<file path="src/rtl/evolution_pkg.sv">
// Shared constants and types for the Game-of-Life cell evaluator (package life_pkg).
package life_pkg;

  localparam int unsigned NBR_W = 9;
  localparam int unsigned CNT_W = 4;

  localparam logic [NBR_W-1:0] RULE_B3  = 9'b000001000;
  localparam logic [NBR_W-1:0] RULE_S23 = 9'b000001100;

  // Bit positions inside status: centre first, then clockwise from (i,j+1).
  localparam int unsigned IDX_C  = 0;
  localparam int unsigned IDX_E  = 1;
  localparam int unsigned IDX_SE = 2;
  localparam int unsigned IDX_S  = 3;
  localparam int unsigned IDX_SW = 4;
  localparam int unsigned IDX_W  = 5;
  localparam int unsigned IDX_NW = 6;
  localparam int unsigned IDX_N  = 7;
  localparam int unsigned IDX_NE = 8;

  typedef logic [NBR_W-1:0] nbr_t;
  typedef logic [CNT_W-1:0] cnt_t;

  typedef struct packed {
    nbr_t birth;
    nbr_t survive;
  } rule_t;

endpackage

</file>
<file path="src/rtl/evolution_if.sv">
// Neighbourhood/result bundle between a sweep controller (master) and the evaluator (slave).
interface evolution_if;
  import life_pkg::*;

  nbr_t status;
  logic live;
  logic in_valid;
  logic out_valid;
  logic live_q;
  cnt_t count_q;

  modport master (
    output status, in_valid,
    input  live, out_valid, live_q, count_q
  );

  modport slave (
    input  status, in_valid,
    output live, out_valid, live_q, count_q
  );
endinterface

</file>
<file path="src/rtl/evolution_popcount8.sv">
// 8-input, 4-bit-result population count as a balanced adder tree.
module popcount8 (
  input  logic [7:0] bits_i,
  output logic [3:0] count_o
);
  logic [1:0] pair0, pair1, pair2, pair3;
  logic [2:0] quad0, quad1;

  always_comb begin
    pair0   = {1'b0, bits_i[0]} + {1'b0, bits_i[1]};
    pair1   = {1'b0, bits_i[2]} + {1'b0, bits_i[3]};
    pair2   = {1'b0, bits_i[4]} + {1'b0, bits_i[5]};
    pair3   = {1'b0, bits_i[6]} + {1'b0, bits_i[7]};
    quad0   = {1'b0, pair0} + {1'b0, pair1};
    quad1   = {1'b0, pair2} + {1'b0, pair3};
    count_o = {1'b0, quad0} + {1'b0, quad1};
  end
endmodule

</file>
<file path="src/rtl/evolution.sv">
// Single-cell Game-of-Life rule evaluator with a registered, valid-qualified result.
// Optional EVOLUTION_RUNTIME_RULE_EN adds rule_we/rule_birth/rule_survive for a writable rule.
module evolution
  import life_pkg::*;
#(
  parameter logic [8:0] BIRTH_MASK   = RULE_B3,
  parameter logic [8:0] SURVIVE_MASK = RULE_S23
) (
  input  logic        clk,
  input  logic        rst,
  evolution_if.slave  bus
`ifdef EVOLUTION_RUNTIME_RULE_EN
  ,
  input  logic        rule_we,
  input  logic [8:0]  rule_birth,
  input  logic [8:0]  rule_survive
`endif
);

  cnt_t  count;
  rule_t rule;
  logic  live_d;
  logic  live_q, out_valid_q;
  cnt_t  count_q;

  popcount8 u_popcount (
    .bits_i  (bus.status[IDX_NE:IDX_E]),
    .count_o (count)
  );

`ifdef EVOLUTION_RUNTIME_RULE_EN
  rule_t rule_q;

  always_ff @(posedge clk or posedge rst) begin
    if (rst) begin
      rule_q <= '{birth: BIRTH_MASK, survive: SURVIVE_MASK};
    end else if (rule_we) begin
      rule_q <= '{birth: rule_birth, survive: rule_survive};
    end
  end

  assign rule = rule_q;
`else
  assign rule = '{birth: BIRTH_MASK, survive: SURVIVE_MASK};
`endif

  always_comb begin
    live_d = bus.status[IDX_C] ? rule.survive[count] : rule.birth[count];
  end

  // The capture samples live_d, so a rule write on the same edge still uses the old rule.
  always_ff @(posedge clk or posedge rst) begin
    if (rst) begin
      out_valid_q <= 1'b0;
      live_q      <= 1'b0;
      count_q     <= '0;
    end else begin
      out_valid_q <= bus.in_valid;
      if (bus.in_valid) begin
        live_q  <= live_d;
        count_q <= count;
      end
    end
  end

  assign bus.live      = live_d;
  assign bus.out_valid = out_valid_q;
  assign bus.live_q    = live_q;
  assign bus.count_q   = count_q;

endmodule

</file>
<file path="src/flat_wrapper.sv">
// flat-port wrapper written by rule: the top's interface ports become plain ports
module evolution_flat import life_pkg::*;
#(
  parameter logic [8:0] BIRTH_MASK   = RULE_B3,
  parameter logic [8:0] SURVIVE_MASK = RULE_S23
)
  (clk, rst, bus_status, bus_in_valid, bus_live, bus_out_valid, bus_live_q, bus_count_q);
  evolution_if bus_i ();
  input  logic clk;
  input  logic rst;
  input wire logic [$bits(bus_i.status)-1:0] bus_status;
  input wire logic [$bits(bus_i.in_valid)-1:0] bus_in_valid;
  output wire logic [$bits(bus_i.live)-1:0] bus_live;
  output wire logic [$bits(bus_i.out_valid)-1:0] bus_out_valid;
  output wire logic [$bits(bus_i.live_q)-1:0] bus_live_q;
  output wire logic [$bits(bus_i.count_q)-1:0] bus_count_q;
  assign bus_i.status = bus_status;
  assign bus_i.in_valid = bus_in_valid;
  assign bus_live = bus_i.live;
  assign bus_out_valid = bus_i.out_valid;
  assign bus_live_q = bus_i.live_q;
  assign bus_count_q = bus_i.count_q;
  evolution #(.BIRTH_MASK(BIRTH_MASK), .SURVIVE_MASK(SURVIVE_MASK)) u_core (.clk(clk), .rst(rst), .bus(bus_i));
endmodule
</file>
<file path="config.mk">
export PLATFORM = sky130hd
export DESIGN_NAME = evolution_flat
export DESIGN_NICKNAME = d
export VERILOG_FILES = /design/src/rtl/evolution_pkg.sv /design/src/rtl/evolution_if.sv /design/src/rtl/evolution_popcount8.sv /design/src/rtl/evolution.sv /design/src/flat_wrapper.sv
export SDC_FILE = /design/constraint.sdc
export NUM_CORES = 1
export LEC_CHECK = 0
export BUFFER_PORTS_ARGS = -buffer_cell sky130_fd_sc_hd__buf_2
export CORE_AREA = 2 2 39 41
export CTS_BUF_LIST = sky130_fd_sc_hd__clkbuf_8
export DETAILED_ROUTE_END_ITERATION = 6
export DIE_AREA = 0 0 41 43
export PLACE_DENSITY = 0.55
export SLEW_MARGIN = 20
export SYNTH_ARGS = -nofsm -noshare
export SYNTH_HDL_FRONTEND = slang
export SYNTH_HIERARCHICAL = 1
export SYNTH_SLANG_ARGS = --single-unit
</file>
<file path="constraint.sdc">
create_clock -name clk -period 7.5 [get_ports clk]
set_input_delay 2.25 -clock clk [delete_from_list [all_inputs] [get_ports clk]]
set_output_delay 2.25 -clock clk [all_outputs]
set_load 0.05 [all_outputs]
</file>
# Word-level counts from Yosys, hierarchy flattened
# Memory sizes are Yosys's and may differ from the RTL's.
# Cells that the tools add are included.
[totals]
regBits = 6
rom_bits = 32
n_memories = 2
[op_classes]
add_sub_neg = 7
n_lt_le_gt_ge = 1
n_mux = 3
[memory_table]
columns = ["name", "words", "word_bits", "rd", "rd_clocked_by_memory_dff", "wr", "line", "source"]
rows = [
  ["(no name shown)", 16, 1, 1, 0, 0, "evolution.sv:48", "live_d = bus.status[IDX_C] ? rule.survive[count] : rule.birth[count];"],
  ["(no name shown)", 16, 1, 1, 0, 0, "evolution.sv:48", ""],
]
[ops]
columns = ["cell", "n"]
rows = [
  ["adder 1 x 1 -> 2 bit", 4],
  ["adder 2 x 2 -> 3 bit", 2],
  ["less-than comparator 4 x 5 -> 1 bit, second input constant", 1],
  ["adder 3 x 3 -> 4 bit", 1],
  ["2-to-1 mux 1 bit", 3],
]

# Logic depth before layout (Yosys ltp)
[logic_depth]
depth_word = 6
mapped_depth = 11
depth_no_buf = 11

# By module
# Netlist, hierarchy kept.
[modules_own_cells]
columns = ["module", "n_inst", "cells_each", "area_each_um2"]
rows = [
  ["evolution", 1, 16, 232.7],
  ["popcount8", 1, 24, 190.2],
]

# Worst setup path before layout
# OpenSTA, ideal clock, no wires.
[synth_timing]
path_kind = "input to output"
from = "input bus_status[1]"
to = "output bus_live"
arrival_ns = 6.099
setup_slack_ns = -0.849
cell_stages = 10
n_path_buf = 0
cell_sequence = "inv_1 fa_1 fa_1 fa_1 inv_1 ha_1 inv_1 fa_1 xnor2_1 nor4b_1"
[synth_between]
elab_chain_len = 6
[synth_rtl]
columns = ["element", "line", "source"]
rows = [
  ["from (decl)", "flat_wrapper.sv:11", "input wire logic [$bits(bus_i.status)-1:0] bus_status;"],
  ["adder 1 x 1 -> 2 bit *", "evolution_popcount8.sv:10", "pair0 = {1'b0, bits_i[0]} + {1'b0, bits_i[1]};"],
  ["adder 2 x 2 -> 3 bit *", "evolution_popcount8.sv:14", "quad0 = {1'b0, pair0} + {1'b0, pair1};"],
  ["adder 3 x 3 -> 4 bit *", "evolution_popcount8.sv:16", "count_o = {1'b0, quad0} + {1'b0, quad1};"],
  ["via u_core.count[2]", "evolution.sv:20", "cnt_t count;"],
  ["memory (16 x 1 bit)", "--", ""],
  ["2-to-1 mux 1 bit (implied by the code)", "evolution.sv:48", ""],
  ["2-to-1 mux 1 bit *", "evolution.sv:48", ""],
  ["to (decl)", "flat_wrapper.sv:13", "output wire logic [$bits(bus_i.live)-1:0] bus_live;"],
]
# Mark *: on every way through the listed nets, which the timed path passes. The rest lies on a longest branch. The select of a mux whose other input is x is not followed.

# Worst setup path after layout
# Same ends and word-level chain as after synthesis.

==> summary.md <==
• largest fanout on the critical path: 2
• total inserted antenna cells: 0
• most numerous cell types in the synthesized netlist: sky130_fd_sc_hd__inv_1 (16), sky130_fd_sc_hd__dfrtp_1 (6), sky130_fd_sc_hd__fa_1 (4), sky130_fd_sc_hd__mux2_2 (4), sky130_fd_sc_hd__ha_1 (3)
• RR Startpoint: u_core/bus.count_q[3]
• TNS Setup: 0 ps
• cell total after placement: 75
• critical path's largest stage delay: 550 ps
• count of flip-flops with a built-in enable after synthesis: 0
• multi-input combinational cell area: 227.7 um2
• synthesized netlist net count: 59
• maximum vdd ir drop: 0.1271 mV
• vertical die dimension: 43 um
• antenna violations before repair: 0
• clock latency reported for the late side of the worst-skew pair: 210 ps
• TritonCTS clock tree: yes
• most frequent cell after synthesis: sky130_fd_sc_hd__inv_1
• fillers: 142
• width of the chip: 41 um
• first drt pass iteration count: 2
• vias in the first global route: 318
• Pins Over Slew Limit: 0
• share of flip-flops with an asynchronous set or reset after synthesis: 100.0%
• required time of the worst setup path: 5250 ps
• Area growth syn-to-layout: 42.60%
• leading post-synthesis cells by cell area: sky130_fd_sc_hd__dfrtp_1 (36%), sky130_fd_sc_hd__fa_1 (19%), sky130_fd_sc_hd__inv_1 (14%)
• ys flop type: sky130_fd_sc_hd__dfrtp_1
• gpl congestion: 0.6568
• Final Hold Viols: 0
• Worst Hold Class: reg2reg
• average via count per standard cell: 3.936
• CP Class: in2out
• total number of yosys warnings: 6
• worst rel slew slack: 79.12%
• switching share of power: 44.08%
• Root Buffer Master: sky130_fd_sc_hd__clkbuf_8
• final cycle utilization of the critical path: 97.77%
• CP most frequent cell: sky130_fd_sc_hd__fa_1
• CTS Hold Buffers Added: 0
• kind of start point of the critical path: input port
• total number of H-tree levels: 1
• Clock Tree Buf Depth: 2
• footprint of the flip-flops and latches: 150.1 um2
• I/O pin cnt: 19
• CP max stage cell: sky130_fd_sc_hd__fa_1
• RSZ-0062 raised after global routing: no
• initial cell density of the core: 30.56%
• final antenna-violating net count: 0
• Critical Path, Cell by Cell: buf_2, inv_1, fa_1, fa_1, fa_1, inv_1, ha_1, inv_1, fa_1, xnor2_1, nor4b_4, buf_6
• DPL Wire Length: 648 um
• overall die area: 1763 um2
• sequential element share of the synthesized area: 35.50%
• Post-Layout Cell Count: 78
• wire length of the first global-routing pass: 1.311 mm
• vias post-DR: 307
• minimum clock period after layout: 7332 ps
• maximum clock frequency: 0.1364 GHz
• max cap viols: 0
• sequential power share: 22.3%
• Cell Rows: 14
• total of flip-flops plus latches after synthesis: 6
• top cell type's share of synthesized area: 35.50%
• Crit. End Element: primary output
• slew at the pin closest to its max-slew limit: 311.0 ps
• combinational cell fraction of total power: 55.9%
• power density of the placed cells: 354.9 nW/um2
• leakage power: 0.3431 nW
• Sink Count: 6
• worst clock skew: 0 ps
• synthesized area: 422.9 um2
• Starting DRT DRC Count: 1
• post-CTS setup buffers: 0
• distinct cell type count after synthesis: 12
• clock network fraction of total power: 21.8%
• pin count of the biggest net entering global routing: 8
• number of buffers created by CTS: 3
• Port-buffer cells: 18
• final design area excluding fillers: 603.1 um2
• clock transition at the register clock pins on the worst setup and hold paths after CTS: 40 ps
• wirelength, routed: 726 um
• fraction of final layout cells sized beyond drive strength 1: 43.55%
• reported net switching power: 94.35 uW
• count of mapped cells out of synthesis: 40
• remaining design rule violation count: 0
• data arrival time at the worst-slack endpoint: 5080 ps
• launch point of the worst hold path: u_core/bus.count_q[1]
• core area: 1384 um2
• cell internal power dissipation: 119.7 uW
• outcome: finished clean
• routed len/inst: 9.308 um
• post-cts sizing count: 0
• average size of a mapped cell: 10.57 um2
• cell area after placement: 555.5 um2
• number of nets in the final layout: 83
• total congestion overflow after global routing: 0
• crit path launch: bus_status[1]
• final count of negative-setup-slack endpoints: 0
• combined global-route utilization of all metal layers: 11.27%
• cell type with the largest total area after synthesis: sky130_fd_sc_hd__dfrtp_1
## worst max-delay path: cells and delay by family
kind	cells	cell delay, ps
adder cells (fa/ha/maj)	5	1940
buffers and inverters	5	420
AND/OR/NAND/NOR	1	270
XOR/XNOR	1	180
## state kept, by name (all words and copies together), names as in the netlist
name and count:
u_core/bus.count_q 4, u_core/bus.live_q 1, u_core/bus.out_valid 1
## stage by stage
stage | hold slack (ps) | util [%] | total power [mW] | setup slack [ps]
5_1_grt | 524.9 | 43.58 | 0.2306 | 8.898
2_1_floorplan | 760.7 | - | 0.1378 | 119.8
3_3_place_gp | 485.8 | 40.14 | 0.1635 | 106.2
4_1_cts | 502.2 | 43.13 | 0.2136 | 62.54
3_5_place_dp | 494.3 | 40.14 | 0.1656 | 69.78
6_report | 502.1 | 43.58 | 0.2140 | 167.6
## layout by cell type (no fill, tap or decap)
cell / synthesis / layout
sky130_fd_sc_hd__buf_2: 0 / 17
sky130_fd_sc_hd__inv_1: 16 / 16
sky130_fd_sc_hd__dfrtp_1: 6 / 6
sky130_fd_sc_hd__mux2_2: 4 / 4
sky130_fd_sc_hd__fa_1: 4 / 4
sky130_fd_sc_hd__clkbuf_8: 0 / 3
sky130_fd_sc_hd__ha_1: 3 / 3
sky130_fd_sc_hd__buf_6: 0 / 1
sky130_fd_sc_hd__nor2_1: 1 / 1
sky130_fd_sc_hd__nor4b_4: 0 / 1
sky130_fd_sc_hd__nand4bb_1: 1 / 1
sky130_fd_sc_hd__o22ai_1: 1 / 1
sky130_fd_sc_hd__buf_4: 0 / 1
sky130_fd_sc_hd__xnor2_1: 1 / 1
sky130_fd_sc_hd__a21oi_1: 1 / 1
sky130_fd_sc_hd__nor2b_1: 1 / 1
## layer usage
| metal | vias up | global-route usage [%] | part of all wire (%) |
|---|---|---|---|
| met2 | 6 | 17.19 | 53 |
| met5 | - | 0 | 0 |
| li1 | 162 | - | - |
| met4 | 0 | 2.000 | 0 |
| met3 | 0 | 6.283 | 2.9 |
| met1 | 139 | 13.67 | 44 |
## layout make-up
type / count / area share [%]
clock buffers: 3 / 6.846
flip-flops and latches: 6 / 24.90
repair buffers: 19 / 17.22
inverters: 16 / 9.959
multi-input cells: 18 / 37.76
well taps: 16 / 3.320
## kinds of logic (layout without fill, tap and decap cells)
group	after synthesis	in the layout	share of synthesized area (%)
mux	4	4	10.65
simple gates	4	4	7.101
flops	6	6	35.50
buf+inv	16	38	14.20
compound gates	2	2	2.663
xor+xnor	1	1	2.071
fa+ha+maj	7	7	27.81
## power by group through the flow
stage,Sequential (mW),Combinational (mW),Clock [mW]
6_report,0.0477,0.120,0.0467
4_1_cts,0.0481,0.117,0.0481
3_3_place_gp,0.0480,0.115,0
5_1_grt,0.0498,0.131,0.0499
3_5_place_dp,0.0485,0.117,0
2_1_floorplan,0.0867,0.0511,0
## final timing paths
path                                    endpoint  slack, ps  cells after the start
max                                     bus_live        170                     12
min                        u_core/bus.count_q[1]        500                      1
max reg2reg                u_core/bus.count_q[3]       6750                      1
min reg2reg                u_core/bus.count_q[1]        500                      1
max in group asynchronous  u_core/bus.count_q[0]       5370                      2
min in group asynchronous  u_core/bus.count_q[1]       1940                      2
Power figures use the tool's default switching activity.
